[src/rtl/fetch_unit.sv]
// Instruction fetch stage: holds the PC, addresses the program ROM, latches the word into the IR.
// Latency: 1 cycle from FETCH entry to instr_valid; at most one instruction per 2 cycles.
// Backpressure: instr_valid, opcode, operand, pc and rom_addr hold while instr_ready is low.
//
// Ports:
//   clk, rst_n              clock, asynchronous active-low reset
//   run                     fetch enable, looked at in IDLE and on handshake cycles
//   rom_addr / rom_data     program ROM address (always pc) and combinational read data
//   instr_valid/instr_ready handshake towards the execute stage
//   opcode / operand        upper / lower halves of the instruction register
//   pc                      current program counter
//   jump_en / jump_addr     branch redirect, applied only on a handshake cycle
module fetch_unit #(
  parameter int ADDR_W = 2,
  parameter int DATA_W = 8
) (
  input  logic                clk,
  input  logic                rst_n,
  input  logic                run,
  output logic [ADDR_W-1:0]   rom_addr,
  input  logic [DATA_W-1:0]   rom_data,
  output logic                instr_valid,
  input  logic                instr_ready,
  output logic [DATA_W/2-1:0] opcode,
  output logic [DATA_W/2-1:0] operand,
  output logic [ADDR_W-1:0]   pc,
  input  logic                jump_en,
  input  logic [ADDR_W-1:0]   jump_addr
);

  localparam logic [1:0] S_IDLE  = 2'd0;
  localparam logic [1:0] S_FETCH = 2'd1;
  localparam logic [1:0] S_ISSUE = 2'd2;

  logic [1:0]        state_q, state_d;
  logic [ADDR_W-1:0] pc_q, pc_d;
  logic [DATA_W-1:0] ir_q, ir_d;
  logic              vld_q, vld_d;

  always_comb begin
    state_d = state_q;
    pc_d    = pc_q;
    ir_d    = ir_q;
    vld_d   = vld_q;
    case (state_q)
      S_IDLE: begin
        if (run) state_d = S_FETCH;
      end
      S_FETCH: begin
        // pc already points past the captured word while it sits in ISSUE;
        // the increment wraps naturally at 2^ADDR_W.
        ir_d    = rom_data;
        vld_d   = 1'b1;
        pc_d    = pc_q + ADDR_W'(1);
        state_d = S_ISSUE;
      end
      S_ISSUE: begin
        if (vld_q && instr_ready) begin
          vld_d   = 1'b0;
          // A redirect replaces the increment applied during FETCH.
          if (jump_en) pc_d = jump_addr;
          state_d = run ? S_FETCH : S_IDLE;
        end
      end
      default: begin
        state_d = S_IDLE;
        vld_d   = 1'b0;
      end
    endcase
  end

  always_ff @(posedge clk or negedge rst_n) begin
    if (!rst_n) begin
      state_q <= S_IDLE;
      pc_q    <= '0;
      ir_q    <= '0;
      vld_q   <= 1'b0;
    end else begin
      state_q <= state_d;
      pc_q    <= pc_d;
      ir_q    <= ir_d;
      vld_q   <= vld_d;
    end
  end

  assign rom_addr    = pc_q;
  assign pc          = pc_q;
  assign instr_valid = vld_q;
  assign opcode      = ir_q[DATA_W-1:DATA_W/2];
  assign operand     = ir_q[DATA_W/2-1:0];

endmodule
[config.mk]
export PLATFORM = sky130hd
export DESIGN_NAME = fetch_unit
export DESIGN_NICKNAME = d
export VERILOG_FILES = /design/src/rtl/fetch_unit.sv
export SDC_FILE = /design/constraint.sdc
export NUM_CORES = 1
export LEC_CHECK = 0
export CAP_MARGIN = 20
export CORE_UTILIZATION = 42
export DETAILED_ROUTE_END_ITERATION = 7
export PLACE_DENSITY = 0.8
export SYNTH_ARGS = -nofsm -noshare
export SYNTH_HDL_FRONTEND = slang
export SYNTH_SLANG_ARGS = --single-unit
[constraint.sdc]
create_clock -name clk -period 1.9 [get_ports clk]
set_input_delay 0.38 -clock clk [delete_from_list [all_inputs] [get_ports clk]]
set_output_delay 0.38 -clock clk [all_outputs]
set_load 0.02 [all_outputs]
# --- After elaboration in Yosys (flattened, before gate mapping) ---
# Index checks and enable logic that the tools add are counted.
word_totals:
  reg_bits: 13
  inputBits: 15
  output_inout_bits: 13
op_classes:
  n_addsub: 1
  n_eq_ne: 5
  n_mux: 9
  bitwise: 1
  n_reduce_logical: 6
ops:
  columns: ["cell", "count"]
  rows:
  - ["2-bit two-way mux", 4]
  - ["2-bit != test, second input constant", 3]
  - ["2-bit one-hot mux with 3 select lines", 1]
  - ["2-bit one-hot mux with 2 select lines", 1]
  - ["2-bit AND reduction", 2]
  - ["1-bit one-hot mux with 3 select lines", 1]
  - ["3-bit AND reduction", 1]
  - ["2-bit by 1-bit adder with 2-bit output, second input constant", 1]
  - ["2-bit by 1-bit equality test with 1-bit output, second input constant", 1]
  - ["2-bit equality test, second input constant", 1]
  - ["2-bit zero test", 1]
  - ["1-bit two-way mux", 2]
  - ["2-bit nonzero test", 1]
  - ["1-bit logical AND", 1]
  - ["1-bit inverter", 1]

# --- Depth between registers and ports, before layout ---
# Gate-level depths: netlist of run 1.
logic_depth:
  ltp_word: 3
  depth_mapped: 5
  mapped_depth_nobuf: 3

# --- Least setup slack after synthesis of run 1 ---
# Ideal clock, no wire load.
synth_path:
  path_type: "register -> output"
  startpoint: "register pc_q[1], in the netlist pc[1]"
  endpoint: "output rom_addr[1]"
  t_arrival_ps: 702
  t_required_ps: 1520
  path_slack_ps: 818
  path_stages_with_launch: 2
  n_path_buf: 1
  cell_sequence: "dfrtp_1 buf_4"
synth_rtl:
  columns: ["item", "line", "text"]
  rows:
  - ["start, declared", "36", "logic [ADDR_W-1:0] pc_q, pc_d;"]
  - ["start signal, assigned", "80", "pc_q <= pc_d;"]
  - ["end, declared", "20", "output logic [ADDR_W-1:0] rom_addr,"]
# No word-level cell between the ends.

# --- Worst setup path after layout of run 1 ---
layout_path:
  startpoint: "register vld_q, in the netlist instr_valid"
  endpoint: "output instr_valid"
layout_rtl:
  columns: ["item", "line", "text"]
  rows:
  - ["start, declared", "38", "logic vld_q, vld_d;"]
  - ["start signal, assigned", "82", "vld_q <= vld_d;"]
  - ["end, declared", "22", "output logic instr_valid,"]
# No word-level cell between the ends.

==> run summary, run 1 <==
Warnings, synthesis: 0
Compound-Gate Fraction of Synth Area: 0.0896
Worst path cell trace: clkdlybuf4s50_1
Status: finished, final reports clean
Worst path top cell family by delay: buffers and inverters
PortBufs: 27
Layout net count: 103
Number of antenna violations at the first check in global routing: 0
Top cells by area, synth: dfrtp_1 52%, nand2_1 17%, buf_6 5.4%
Vias per cell: 4.90
FF+latch count, synth: 13
Total congestion overflow: 0
Die Height: 40.7 µm
Iter 0 DRT Violations: 8
N_diodes: 0
Worst r2r src: state_q[0]
Post-synthesis xor/xnor area fraction: 0.0139
Crit. path cell count: 1
CTS Sinks: 13
Slew headroom: 0.596
Filler Cell Count: 106
Cell area after synthesis: 628 µm²
FF-to-FF path depth: 3
Seq/Total Area, Yosys: 0.518
Pwr dens: 1680 nW/µm²
P&R area growth vs syn: 41.6%
CTS Hold Buffers Added: 0
Max Fclk: 567 MHz
DR pass1 iterations: 5
Mean Syn Cell Area: 10.1 µm²
Antenna-violating nets left: 0
Root Driver: clkbuf_4
Crit path time final: 1760 ps
Worst-path clk slew: 80 ps
HPWL after detailed placement: 960 µm
Layout cell share with drive strength beyond 1: 0.0805
Rows: 13
CTS tree: yes
Critical path class: register to output pin
DRT Wirelength: 1.27 mm
Die W: 40.7 µm
Net Count, Synth: 77
Library cells used by synthesis: 18
Core Area: 1350 µm²
Synth Area in Adders: 0
Slowest stage delay, CP: 650 ps
CP max stage cell: clkdlybuf4s50_1
Cells after Synth: 62
# setup viols final: 0
Global placer's final weighted congestion: 0.752
RSZ-0062 raised after global routing: false
Crit Path Max Fanout: 5
Clock Latency Late Sink: 280 ps
Post-Synth Simple-Gate Area: 0.261
Critical path startpoint: instr_valid
Clock buffer depth: 2
Post-CTS Setup Inserts: 0
H-tree levels: 1
Setup_tns: 0 ps
Cell area after placement: 863 µm²
Startpoint types: register
Initial Util: 0.465
Critical path endpoint category: output pin
Final period util: 0.928
Type of the tightest min-delay check: input pin to async pin
Hold Vio Cnt, Final: 0
Post-synth top area share: 0.518
Total CTS buffers: 3
R2R Setup Slk: 580 ps
Peak supply drop: 681 µV
All-Layer GR Usage: 0.171
Largest family of logic cells by synthesized area: simple AND/OR/NAND/NOR gates
Resize count post-CTS: 0
CP required: 1520 ps
# DRC: 0
Routed vias: 500
Worst slew pin tran: 605 ps
Fin. max-slew vios: 0
Critical path arrival: 1380 ps
Post-synthesis mux area share: 0.0319
Worst Skew: 4.01 ps
Fin area: 890 µm²
Worst Path Buf+Inv: 1
Largest net degree at the start of global routing: 14
Leakage power: 0.000418 µW
MaxCap Viol Count: 0
Routed len/inst: 12.5 µm
Top-Level Pins: 28
Die area: 1650 µm²
Vias in the first global route: 400
First-pass GRT wire length: 1.80 mm
Largest area contributor in the netlist: dfrtp_1
## layout by cell type, fill, tap and decap left out, drive strengths merged
| cell | netlist | final |
|---|---|---|
| nand2 | 28 | 28 |
| clkbuf | 0 | 4 |
| nor2b | 1 | 1 |
| a211o | 1 | 1 |
| o21a | 1 | 1 |
| dfrtp | 13 | 13 |
| a21oi | 1 | 1 |
| o221ai | 1 | 1 |
| o22ai | 1 | 1 |
| nand2b | 1 | 1 |
| and3b | 1 | 1 |
| xnor2 | 1 | 1 |
| and3 | 1 | 1 |
| o21ai | 2 | 2 |
| nand4b | 1 | 1 |
| mux2i | 2 | 2 |
| clkdlybuf4s50 | 0 | 27 |
## worst paths after layout
| kind | end |
|---|---|
| worst max register to register | ir_q[3] |
| worst min register to register | ir_q[2] |
| worst max-delay path | instr_valid |
| min in group clk | ir_q[2] |
| max in group asynchronous | ir_q[2] |
| worst min-delay path | pc[1] |
## flip-flops by register name (all words and copies together), names as in the netlist
| signal | count |
|---|---|
| pc | 2 |
| state_q | 2 |
| instr_valid | 1 |
| ir_q | 8 |
## synthesized netlist by cell type
library cell / instances
nor2b_1: 1
o21a_1: 1
o21ai_0: 2
a21oi_2: 1
buf_2: 1
and3_1: 1
a211o_1: 1
buf_6: 3
and3b_1: 1
nand2_1: 28
buf_4: 2
o221ai_2: 1
xnor2_1: 1
mux2i_1: 2
nand4b_4: 1
dfrtp_1: 13
o22ai_1: 1
nand2b_4: 1
## through the flow
stage                      util  hold slack, ps  std cells  worst slack, ps  power, µW
after floorplan               -            84.4         62              818       1050
after CTS                 0.659             481        102              121       1510
final                     0.659             475        102              138       1490
after global placement    0.639             456         98              452       1310
after detailed placement  0.639             462         98              443       1330
after global routing      0.659             496        102             88.7       1590
## power breakdown
part	switching, µW	leakage (µW)	internal, µW
logic	377	0.000246	395
registers	138	0.000158	410
clock network	92.3	0.0000150	81.5
total	608	0.000418	886
## routing by layer
metal	GRT usage	wire length, µm
met1	0.232	577
met2	0.254	645
met4	0.125	19
met5	0	0
met3	0.0163	27
## logic make-up after synthesis
family | after synthesis
and+or+nand+nor | 33
DFF | 13
AOI/OAI and AO/OA | 7
xor gates and xnor gates | 1
muxes | 2
buffers and inverters | 6
## layout make-up
class | count | area [µm²] | area share
clock buffer | 4 | 26.3 | 0.0295
sequential | 13 | 325 | 0.366
timing repair buffer | 27 | 270 | 0.304
tap | 15 | 18.8 | 0.0211
multi-input combinational | 43 | 249 | 0.280
(Power assumes the default switching activity.)
==> inputs of run 2 (changes only) <==
--- a/config.mk
+++ b/config.mk
@@ -5,10 +5,11 @@
 export SDC_FILE = /design/constraint.sdc
 export NUM_CORES = 1
 export LEC_CHECK = 0
+export ABC_AREA = 1
 export CAP_MARGIN = 20
 export CORE_UTILIZATION = 42
 export DETAILED_ROUTE_END_ITERATION = 7
-export PLACE_DENSITY = 0.8
+export PLACE_DENSITY = 0.81
 export SYNTH_ARGS = -nofsm -noshare
 export SYNTH_HDL_FRONTEND = slang
 export SYNTH_SLANG_ARGS = --single-unit
==> run 2 against run 1 <==
Die area fell by 1.7%. Worst hold slack about the same. Final cell count increased by 14%. Combinational power rose by 6.6%. Fmax rose by 4.4%. Global-route usage rose by 0.14 points. Sequential share of layout area is 0.61 points lower. Count of clock-buffer cells in the layout unchanged. Via count increased by 11%. Core utilization increased by 1.9 points. Critical path type unchanged.
==> run summary, run 2 <==
Rows: 13
Worst Skew: 2.70 ps
First-pass GRT wire length: 1.80 mm
# DRC: 0
Startpoint types: register
Routed vias: 556
Die Height: 40.3 µm
End-of-flow core utilization: 0.678
Max reg flops: 8
Post-synth top cells: 30 x nand2_1, 13 x dfrtp_1, 12 x nand3_1, 5 x inv_1, 3 x o21ai_0
CTS Sinks: 13
Worst Path Buf+Inv: 1
CTS Hold Buffers Added: 0
Post-synth EDFFs: 0
PortBufs: 27
CP max stage cell: clkdlybuf4s50_1
Largest net degree at the start of global routing: 14
Max Fclk: 592 MHz
Final period util: 0.889
Net Count, Synth: 88
Resize count post-CTS: 0
Crit. path cell count: 1
Most common cell in the netlist: nand2_1
CP required: 1520 ps
Worst r2r src: state_q[0]
Clock buffer depth: 2
HPWL after detailed placement: 892 µm
Seq/Total Area, Yosys: 0.527
Critical path endpoint category: output pin
All-Layer GR Usage: 0.173
Synth Area in Adders: 0
Hold path depth: 2
DR pass1 iterations: 4
Die W: 40.3 µm
Layout net count: 117
Total congestion overflow: 0
Iter 0 DRT Violations: 10
Compound-Gate Fraction of Synth Area: 0.0325
Register Area: 325 µm²
Root Driver: clkbuf_4
N_diodes: 0
Crit Path Max Fanout: 6
R2R Setup Slk: 730 ps
Clock Latency Late Sink: 270 ps
Most common cell after layout, fill and taps aside: nand2_1
Post-CTS Setup Inserts: 0
Fin. max-slew vios: 0
Filler Cell Count: 129
FF+latch count, synth: 13
Worst setup path end: pc[0]
Cells after Synth: 73
Multi-input gate area: 230 µm²
MaxCap Viol Count: 0
Core Area: 1330 µm²
Worst slew pin tran: 599 ps
Warnings, synthesis: 0
Library cells used by synthesis: 13
Worst-path clk slew: 80 ps
Biggest register: ir_q
Total CTS buffers: 3
FF-to-FF End: pc[1]
CTS tree: yes
Main synth FF type: dfrtp_1
Most frequent cells in the layout: 30 x nand2_1, 27 x clkdlybuf4s50_1, 13 x dfrtp_1
Top-Level Pins: 28
Post-synthesis xor/xnor area fraction: 0
Peak supply drop: 834 µV
Status: finished, final reports clean
Slowest stage delay, CP: 630 ps
RSZ-0062 raised after global routing: false
Post-Synth Simple-Gate Area: 0.341
Type of the tightest min-delay check: register to register
DRT Wirelength: 1.19 mm
FF-to-FF path depth: 6
Global placer's final weighted congestion: 0.624
Hold Vio Cnt, Final: 0
Layout cell share with drive strength beyond 1: 0.0693
Critical path class: register to output pin
Largest family of logic cells by synthesized area: simple AND/OR/NAND/NOR gates
Leakage power: 0.000446 µW
H-tree levels: 1
Critical path startpoint: pc[0]
Setup_tns: 0 ps
Post-synthesis mux area share: 0
Crit path time final: 1690 ps
Worst path top cell family by delay: buffers and inverters
Antenna-violating nets left: 0
Routed len/inst: 10.3 µm
Post-synth top area share: 0.527
# setup viols final: 0
Pwr dens: 1640 nW/µm²
Worst path cell trace: clkdlybuf4s50_1
Largest area contributor in the netlist: dfrtp_1
Number of antenna violations at the first check in global routing: 0
Synth async-reset ratio: 1.00
Cell area after synthesis: 617 µm²
Slew headroom: 0.600
Mean Syn Cell Area: 8.45 µm²
Initial Util: 0.462
Vias per cell: 4.79
P&R area growth vs syn: 46.7%
Critical path arrival: 1310 ps
Die area: 1630 µm²
Top cells by area, synth: dfrtp_1 53%, nand2_1 18%, nand3_1 9.7%
Vias in the first global route: 455
[run 2: cell count changes after synthesis, sizes merged, moves of 2 or more]
cell | before | now
nand2 | 28 | 31
inv | 0 | 5
nand3 | 0 | 12
mux2i | 2 | 0
nor2 | 0 | 2
o21ai | 2 | 4
[run 2: layer usage]
| layer | GRT usage | wire [µm] |
|---|---|---|
| met5 | 0 | 0 |
| met4 | 0.0750 | 6 |
| met3 | 0.0333 | 86 |
| met2 | 0.282 | 551 |
| met1 | 0.221 | 550 |
[run 2: cell type report]
| cell class | instances | share of cell area |
|---|---|---|
| multi-input cells | 50 | 0.254 |
| clock buffers | 4 | 0.0290 |
| repair buffers | 29 | 0.315 |
| inverters | 5 | 0.0207 |
| well taps | 15 | 0.0207 |
| flip-flops and latches | 13 | 0.360 |
[run 2: stage by stage]
step	std cells	total power (µW)	worst slack [ps]	instance area (µm²)	hold WS, ps
2_1_floorplan	73	1010	838	617	84.4
3_3_place_gp	112	1320	508	878	455
6_report	116	1480	211	905	475
4_1_cts	116	1510	189	905	478
3_5_place_dp	112	1330	498	878	457
5_1_grt	116	1600	136	905	501
[run 2: worst min-delay path by stage]
stage                       start           to
after floorplan             rst_n  instr_valid
after global routing      ir_q[2]      ir_q[2]
after CTS                 ir_q[5]      ir_q[5]
after global placement    ir_q[5]      ir_q[5]
after detailed placement  ir_q[5]      ir_q[5]
final                     ir_q[5]      ir_q[5]
[run 2: power breakdown]
group	total [µW]	leakage (µW)	internal (µW)	switching [µW]
clock network	166	0.0000150	81.1	85.1
registers	495	0.000160	408	86.9
logic	823	0.000271	377	446
[run 2: cells by family after synthesis]
kind of cell | count (synthesis)
and+or+nand+nor | 46
DFF | 13
buffers and inverters | 10
AOI/OAI and AO/OA | 4
==> inputs of run 3 (changes only) <==
--- a/config.mk
+++ b/config.mk
@@ -6,10 +6,12 @@
 export NUM_CORES = 1
 export LEC_CHECK = 0
 export ABC_AREA = 1
+export ABC_CLOCK_PERIOD_IN_PS = 1900
 export CAP_MARGIN = 20
 export CORE_UTILIZATION = 42
 export DETAILED_ROUTE_END_ITERATION = 7
 export PLACE_DENSITY = 0.81
+export SKIP_CTS_REPAIR_TIMING = 1
 export SYNTH_ARGS = -nofsm -noshare
 export SYNTH_HDL_FRONTEND = slang
 export SYNTH_SLANG_ARGS = --single-unit
==> results of run 3 <==
Same layout as run 2: the final DEF is identical, and so are final timing and power.
